**src/rtl/step_tracker_pro_if.sv**
```systemverilog
// step_tracker_pro_if: step input, optional page button and display outputs of the step tracker
interface step_tracker_pro_if;
  logic       step_in;
`ifdef TRACKER_MANUAL_PAGE_EN
  logic       page_next;
`endif
  logic       si;
  logic [1:0] page;
  logic [4:0] bcd3, bcd2, bcd1, bcd0;
`ifdef TRACKER_MANUAL_PAGE_EN
  modport master (output step_in, page_next, input si, page, bcd3, bcd2, bcd1, bcd0);
  modport slave (input step_in, page_next, output si, page, bcd3, bcd2, bcd1, bcd0);
`else
  modport master (output step_in, input si, page, bcd3, bcd2, bcd1, bcd0);
  modport slave (input step_in, output si, page, bcd3, bcd2, bcd1, bcd0);
`endif
endinterface

```
**src/rtl/step_tracker_pro.sv**
```systemverilog
// step_tracker_pro: pedometer with distance/activity stats on four rotating BCD pages; TRACKER_MANUAL_PAGE_EN adds the page_next button
module step_tracker_pro #(
  parameter int TICK_DIV      = 100_000_000,
  parameter int CNT_W         = 24,
  parameter int HALF_MILE_LOG = 10,
  parameter int THRESH_LO     = 32,
  parameter int THRESH_HI     = 64,
  parameter int WINDOW_SEC    = 9,
  parameter int HIGH_MIN_SEC  = 60,
  parameter int PAGE_SEC      = 2
) (
  input logic               sys_clk,
  input logic               reset,
  step_tracker_pro_if.slave bus
);
  localparam int DIV_W = $clog2(TICK_DIV);
  localparam int IDX_W = $clog2(WINDOW_SEC + 1);
  localparam int RUN_W = $clog2(HIGH_MIN_SEC + 1);
  localparam int PT_W  = $clog2(4 * PAGE_SEC + 1);
  localparam logic [1:0] P_STEPS  = 2'd0;
  localparam logic [1:0] P_DIST   = 2'd1;
  localparam logic [1:0] P_ACTIVE = 2'd2;
  localparam logic [1:0] P_HIGH   = 2'd3;

  logic [2:0]       step_sync_q;
  logic             step_pulse_q;
  logic [DIV_W-1:0] div_q, div_d;
  logic             tick;
  logic [CNT_W-1:0] total_q, total_d;
  logic [7:0]       sec_q, sec_d;
  logic [IDX_W-1:0] idx_q, idx_d, act_q, act_d;
  logic [RUN_W-1:0] run_q, run_d;
  logic [13:0]      high_q, high_d, high_inc;
  logic [14:0]      high_sum;
  logic             hi;
  logic [1:0]       page_q, page_d, page_nxt;
  logic [PT_W-1:0]  pt_q, pt_d;
  logic             press, hold, adv;
  logic [19:0]      bcd_q, bcd_d;
  logic [CNT_W-1:0] miles_full;
  logic [6:0]       miles;
  logic [13:0]      num;
  logic [15:0]      dig;

  function automatic logic [15:0] dd(input logic [13:0] v);
    logic [15:0] b;
    b = '0;
    for (int i = 13; i >= 0; i--) begin
      for (int k = 0; k < 4; k++)
        if (b[4*k +: 4] > 4'd4) b[4*k +: 4] = b[4*k +: 4] + 4'd3;
      b = {b[14:0], v[i]};
    end
    return b;
  endfunction

  // Synchronise the raw step input and emit one pulse per rising edge
  always_ff @(posedge sys_clk) begin
    if (reset) begin
      step_sync_q  <= '0;
      step_pulse_q <= 1'b0;
    end else begin
      step_sync_q  <= {step_sync_q[1:0], bus.step_in};
      step_pulse_q <= step_sync_q[1] & ~step_sync_q[2];
    end
  end

`ifdef TRACKER_MANUAL_PAGE_EN
  logic [2:0]      pn_sync_q;
  logic [PT_W-1:0] sus_q, sus_d;
  assign press = pn_sync_q[1] & ~pn_sync_q[2];
  assign hold  = sus_q != '0;
  assign sus_d = press ? PT_W'(4 * PAGE_SEC) : (tick && hold) ? sus_q - PT_W'(1) : sus_q;
  // Synchronise the page button and count down the auto-rotation suspension after a press
  always_ff @(posedge sys_clk) begin
    if (reset) begin
      pn_sync_q <= '0;
      sus_q     <= '0;
    end else begin
      pn_sync_q <= {pn_sync_q[1:0], bus.page_next};
      sus_q     <= sus_d;
    end
  end
`else
  assign press = 1'b0;
  assign hold  = 1'b0;
`endif

  assign tick = div_q == DIV_W'(TICK_DIV - 1);

  // Per-second statistics: saturating totals, activity window and sustained high-activity credit
  always_comb begin
    div_d    = tick ? '0 : div_q + DIV_W'(1);
    total_d  = (step_pulse_q && !(&total_q)) ? total_q + CNT_W'(1) : total_q;
    sec_d    = tick ? {7'd0, step_pulse_q} : (step_pulse_q && !(&sec_q)) ? sec_q + 8'd1 : sec_q;
    idx_d    = (tick && idx_q != IDX_W'(WINDOW_SEC)) ? idx_q + IDX_W'(1) : idx_q;
    act_d    = (tick && idx_q != IDX_W'(WINDOW_SEC) && sec_q > 8'(THRESH_LO)) ? act_q + IDX_W'(1) : act_q;
    hi       = sec_q >= 8'(THRESH_HI);
    run_d    = !tick ? run_q : !hi ? '0 : (run_q == RUN_W'(HIGH_MIN_SEC)) ? run_q : run_q + RUN_W'(1);
    high_inc = !(tick && hi) ? 14'd0 : (run_q == RUN_W'(HIGH_MIN_SEC - 1)) ? 14'(HIGH_MIN_SEC) :
               (run_q == RUN_W'(HIGH_MIN_SEC)) ? 14'd1 : 14'd0;
    high_sum = {1'b0, high_q} + {1'b0, high_inc};
    high_d   = (high_sum > 15'd9999) ? 14'd9999 : high_sum[13:0];
  end

  // Page rotation: a button press or PAGE_SEC ticks of the page timer advance one page
  always_comb begin
    page_nxt = (page_q == P_STEPS) ? P_DIST : (page_q == P_DIST) ? P_ACTIVE : (page_q == P_ACTIVE) ? P_HIGH : P_STEPS;
    adv      = press || (tick && !hold && pt_q == PT_W'(PAGE_SEC - 1));
    page_d   = adv ? page_nxt : page_q;
    pt_d     = (adv || hold) ? '0 : tick ? pt_q + PT_W'(1) : pt_q;
  end

  // Select the value of the shown page and convert it to four display digits
  always_comb begin
    miles_full = total_q >> (HALF_MILE_LOG + 1);
    miles      = (miles_full > CNT_W'(99)) ? 7'd99 : miles_full[6:0];
    num        = (page_q == P_STEPS) ? ((total_q > CNT_W'(9999)) ? 14'd9999 : total_q[13:0]) :
                 (page_q == P_DIST) ? 14'(miles) : (page_q == P_ACTIVE) ? 14'(act_q) : high_q;
    dig        = dd(num);
    bcd_d      = (page_q == P_DIST) ?
                 {1'b0, dig[7:4], 1'b0, dig[3:0], 5'h1F, total_q[HALF_MILE_LOG] ? 5'd5 : 5'd0} :
                 {1'b0, dig[15:12], 1'b0, dig[11:8], 1'b0, dig[7:4], 1'b0, dig[3:0]};
  end

  // State registers
  always_ff @(posedge sys_clk) begin
    if (reset) begin
      div_q   <= '0;
      total_q <= '0;
      sec_q   <= '0;
      idx_q   <= '0;
      act_q   <= '0;
      run_q   <= '0;
      high_q  <= '0;
      page_q  <= P_STEPS;
      pt_q    <= '0;
      bcd_q   <= '0;
    end else begin
      div_q   <= div_d;
      total_q <= total_d;
      sec_q   <= sec_d;
      idx_q   <= idx_d;
      act_q   <= act_d;
      run_q   <= run_d;
      high_q  <= high_d;
      page_q  <= page_d;
      pt_q    <= pt_d;
      bcd_q   <= bcd_d;
    end
  end

  assign bus.si   = total_q > CNT_W'(9999);
  assign bus.page = page_q;
  assign {bus.bcd3, bus.bcd2, bus.bcd1, bus.bcd0} = bcd_q;
endmodule

```
**src/flat_wrapper.sv**
```systemverilog
// flat-port wrapper written by rule: the top's interface ports become plain ports
module step_tracker_pro_flat 
#(
  parameter int TICK_DIV      = 100_000_000,
  parameter int CNT_W         = 24,
  parameter int HALF_MILE_LOG = 10,
  parameter int THRESH_LO     = 32,
  parameter int THRESH_HI     = 64,
  parameter int WINDOW_SEC    = 9,
  parameter int HIGH_MIN_SEC  = 60,
  parameter int PAGE_SEC      = 2
)
  (sys_clk, reset, bus_step_in, bus_si, bus_page, bus_bcd3, bus_bcd2, bus_bcd1, bus_bcd0);
  step_tracker_pro_if bus_i ();
  input logic sys_clk;
  input logic reset;
  input wire logic [$bits(bus_i.step_in)-1:0] bus_step_in;
  output wire logic [$bits(bus_i.si)-1:0] bus_si;
  output wire logic [$bits(bus_i.page)-1:0] bus_page;
  output wire logic [$bits(bus_i.bcd3)-1:0] bus_bcd3;
  output wire logic [$bits(bus_i.bcd2)-1:0] bus_bcd2;
  output wire logic [$bits(bus_i.bcd1)-1:0] bus_bcd1;
  output wire logic [$bits(bus_i.bcd0)-1:0] bus_bcd0;
  assign bus_i.step_in = bus_step_in;
  assign bus_si = bus_i.si;
  assign bus_page = bus_i.page;
  assign bus_bcd3 = bus_i.bcd3;
  assign bus_bcd2 = bus_i.bcd2;
  assign bus_bcd1 = bus_i.bcd1;
  assign bus_bcd0 = bus_i.bcd0;
  step_tracker_pro #(.TICK_DIV(TICK_DIV), .CNT_W(CNT_W), .HALF_MILE_LOG(HALF_MILE_LOG), .THRESH_LO(THRESH_LO), .THRESH_HI(THRESH_HI), .WINDOW_SEC(WINDOW_SEC), .HIGH_MIN_SEC(HIGH_MIN_SEC), .PAGE_SEC(PAGE_SEC)) u_core (.sys_clk(sys_clk), .reset(reset), .bus(bus_i));
endmodule
```
**config.mk**
```make
export PLATFORM = sky130hd
export DESIGN_NAME = step_tracker_pro_flat
export DESIGN_NICKNAME = d
export VERILOG_FILES = /design/src/rtl/step_tracker_pro_if.sv /design/src/rtl/step_tracker_pro.sv /design/src/flat_wrapper.sv
export SDC_FILE = /design/constraint.sdc
export NUM_CORES = 1
export LEC_CHECK = 0
export ABC_AREA = 1
export CAP_MARGIN = 20
export CORE_UTILIZATION = 63
export DETAILED_ROUTE_END_ITERATION = 8
export GPL_TIMING_DRIVEN = 0
export HOLD_SLACK_MARGIN = 0.05
export PLACE_DENSITY_LB_ADDON = 0.3
export SLEW_MARGIN = 40
export SYNTH_ARGS = -nofsm -noshare
export SYNTH_HDL_FRONTEND = slang
export SYNTH_SLANG_ARGS = --single-unit
```
**constraint.sdc**
```tcl
create_clock -name sys_clk -period 9.1 [get_ports sys_clk]
set_input_delay 1.82 -clock sys_clk [delete_from_list [all_inputs] [get_ports sys_clk]]
set_output_delay 1.82 -clock sys_clk [all_outputs]
set_load 0.01 [all_outputs]
```
==> out/results.tsv <==
metric	value	unit
ctsHoldBuffers	0	
synthCells	1273	
synth-edff-count	0	
relSlewSlack	53.8	%
die_w	119	um
fin_util	73.0	%
critPathRequiredTime	9.42	ns
cap_violations	0	
ys_warn_count	0	
grt_first_pass_wirelength	33400	um
cts_root_buffer	clkbuf_16	
insertion_delay	0.43	ns
fmax	133	MHz
cts-buffers-inserted	17	
ys_ff_latch	114	
netlist.area_leader.share	26.5	%
post-route-period-util	82.7	%
grt_max_degree	17	
syn-cell-area	8600	um2
hpwl	14300	um
clock_skew	0.00934	ns
grt_pass1_vias	7717	
slowest_delay	0.39	ns
fp.coreArea	13300	um2
cts_buffer_depth	2	
vias	8215	
arrival	7.84	ns
cts_tree	built	
worstPathMaxFanout	9	
fin_nets	1362	
clkTransAtPathRegs	0.06	ns
slew_violations	0	
slowest_stage	dfxtp_1	
synth.largest_area_cell	dfxtp_1	
route.detailed.drc	0	
rows	42	
ant_nets	0	
critPathKind	reg2reg	
wirelength	19300	um
nFillCells	1017	
post_cts_buffers	0	
min_period	7.52	ns
portBuffers	22	
syn-mean-instance-area	6.76	um2
synth.distinct_cells	59	
rrSetupSlack	1.58	ns
synth_flop_cell	dfxtp_1	
wl_per_cell	12.8	um
htreeDepth	4	
setup_viol	0	
first_iter_violations	566	
insertedDiodeCount	0	
grt_setup_unrepaired	false	
antenna_found_initial	0	
clkSinkCount	114	
area_growth_syn_to_layout	12.8	%
tns	0	ns
vias_per_cell	5.46	
tightest_slew	0.693	ns
power_density	130	nW/um2
die_height	119	um
grt_usage	28.7	%
drive_gt1_share	14.8	%
start_util	64.7	%
yosys-top-cells-count	nand2_1 (256), inv_1 (176), nand3_1 (128)	
cp-end-kind	register	
leakage	0.00452	uW
hold_viol	0	
cp-start-kind	register	
drtPass1Iterations	5	
overflow	0	
cp_common_cell	nand2_1	
synth_most_common_cell	nand2_1	
ioPinCount	26	
cts_resized	0	
ir_worst_vdd	0.132	mV
async_flop_share	0	%
synth.top_cells.by_area	dfxtp_1 (27%), nand2_1 (11%), inv_1 (7.7%), nand3_1 (7.4%), ha_1 (6.3%)	
gp_congestion	0.889	
min_path_type	reg2reg	
die_area	14100	um2
status	complete, no violations	
ys_seq_area_share	26.5	%
-- per-layer routing --
layer	track usage, %	up-vias	wire [um]
met3	5.03	45	905
met5	0	-	0
met1	34.9	3709	8530
met2	49.9	206	9360
met4	11.9	0	488
li1	-	4255	-
-- sequential cells by signal, summed over array words and instances (netlist names) --
name / cells
u_core.act_q: 4
u_core.bcd_q: 17
u_core.bus.page: 2
u_core.div_q: 27
u_core.high_q: 14
u_core.idx_q: 4
u_core.pt_q: 4
u_core.run_q: 6
u_core.sec_q: 8
u_core.step_pulse_q: 1
u_core.step_sync_q: 3
u_core.total_q: 24
-- layout make-up --
type                            count  area, um2  share of cell area (%)
Buffer                             18       80.1                   0.825
Timing Repair Buffer               22        220                    2.27
Tap cell                          176        220                    2.27
Sequential cell                   114       2280                    23.5
Inverter                          201        756                    7.79
Multi-Input combinational cell    942       5500                    56.6
Clock buffer                       21        470                    4.85
Clock inverter                     11        178                    1.83
-- report_power, final --
group	internal [uW]	switching, uW	total [uW]
sequential	502	1.69	503
combinational	7.05	17.3	24.4
clock	481	252	733
-- worst paths after layout --
| check | from | endpoint | cells after the start |
|---|---|---|---|
| setup / recovery | u_core.bus.page[0] | u_core.bcd_q[13] | 63 |
| hold / removal | u_core.step_sync_q[2] | u_core.step_pulse_q | 1 |
| setup reg to reg | u_core.bus.page[0] | u_core.bcd_q[13] | 63 |
| hold reg to reg | u_core.step_sync_q[2] | u_core.step_pulse_q | 1 |
-- cell usage in the layout (no fill, tap or decap), types with 4 or more instances in the layout --
cell,count
nor2_1,106
o21ai_0,52
nand3_1,128
nor4_1,12
nand2_1,256
ha_1,43
or2_2,7
nand2_2,47
bufinv_16,4
nor2_2,6
nand3_2,16
nand3_4,5
o21a_1,5
a31oi_1,5
nor3b_1,10
dfxtp_1,114
o31ai_1,6
clkbuf_1,14
xor2_1,16
nor3_1,36
clkinv_4,4
inv_2,21
a21oi_1,59
nand2_8,4
o21ai_2,7
clkdlybuf4s50_1,22
nand2_4,26
a211oi_1,4
xnor2_1,8
nand4_1,25
inv_1,176
o21ai_1,9
o211ai_1,4
clkbuf_16,17
-- through the flow --
| step | setup WS [ns] | total power (uW) | instance area (um2) | std cells | hold slack [ns] |
|---|---|---|---|---|---|
| after floorplan | 2.54 | 529 | 8610 | 1275 | 0.373 |
| after global placement | 1.87 | 537 | 9050 | 1473 | 0.387 |
| after detailed placement | 1.71 | 538 | 9050 | 1473 | 0.386 |
| after CTS | 1.58 | 1260 | 9700 | 1505 | 0.402 |
| after global routing | 0.694 | 1290 | 9700 | 1505 | 0.411 |
| final | 1.58 | 1260 | 9700 | 1505 | 0.396 |
-- worst max-delay path: cells and delay by family, from the launching register on --
kind	cells	cell delay, ns
xor+xnor	1	0.21
compound gates	1	0.17
simple gates	43	4.14
fa+ha+maj	7	1.44
flops	1	0.39
buf+inv	11	1.02
-- kinds of logic (layout without fill, tap and decap cells) --
logic type | count (synthesis) | after routing | share of synthesized area [%]
multiplexers | 1 | 1 | 0.131
other | 1 | 3 | 0.0436
adder cells (fa/ha/maj) | 43 | 43 | 6.26
AO/OA/AOI/OAI | 171 | 171 | 12.5
buffers and inverters | 219 | 273 | 9.72
AND/OR/NAND/NOR | 699 | 699 | 42.2
XOR/XNOR | 25 | 25 | 2.63
flip-flops | 114 | 114 | 26.5
No activity file was read; power rests on OpenSTA's default activity.
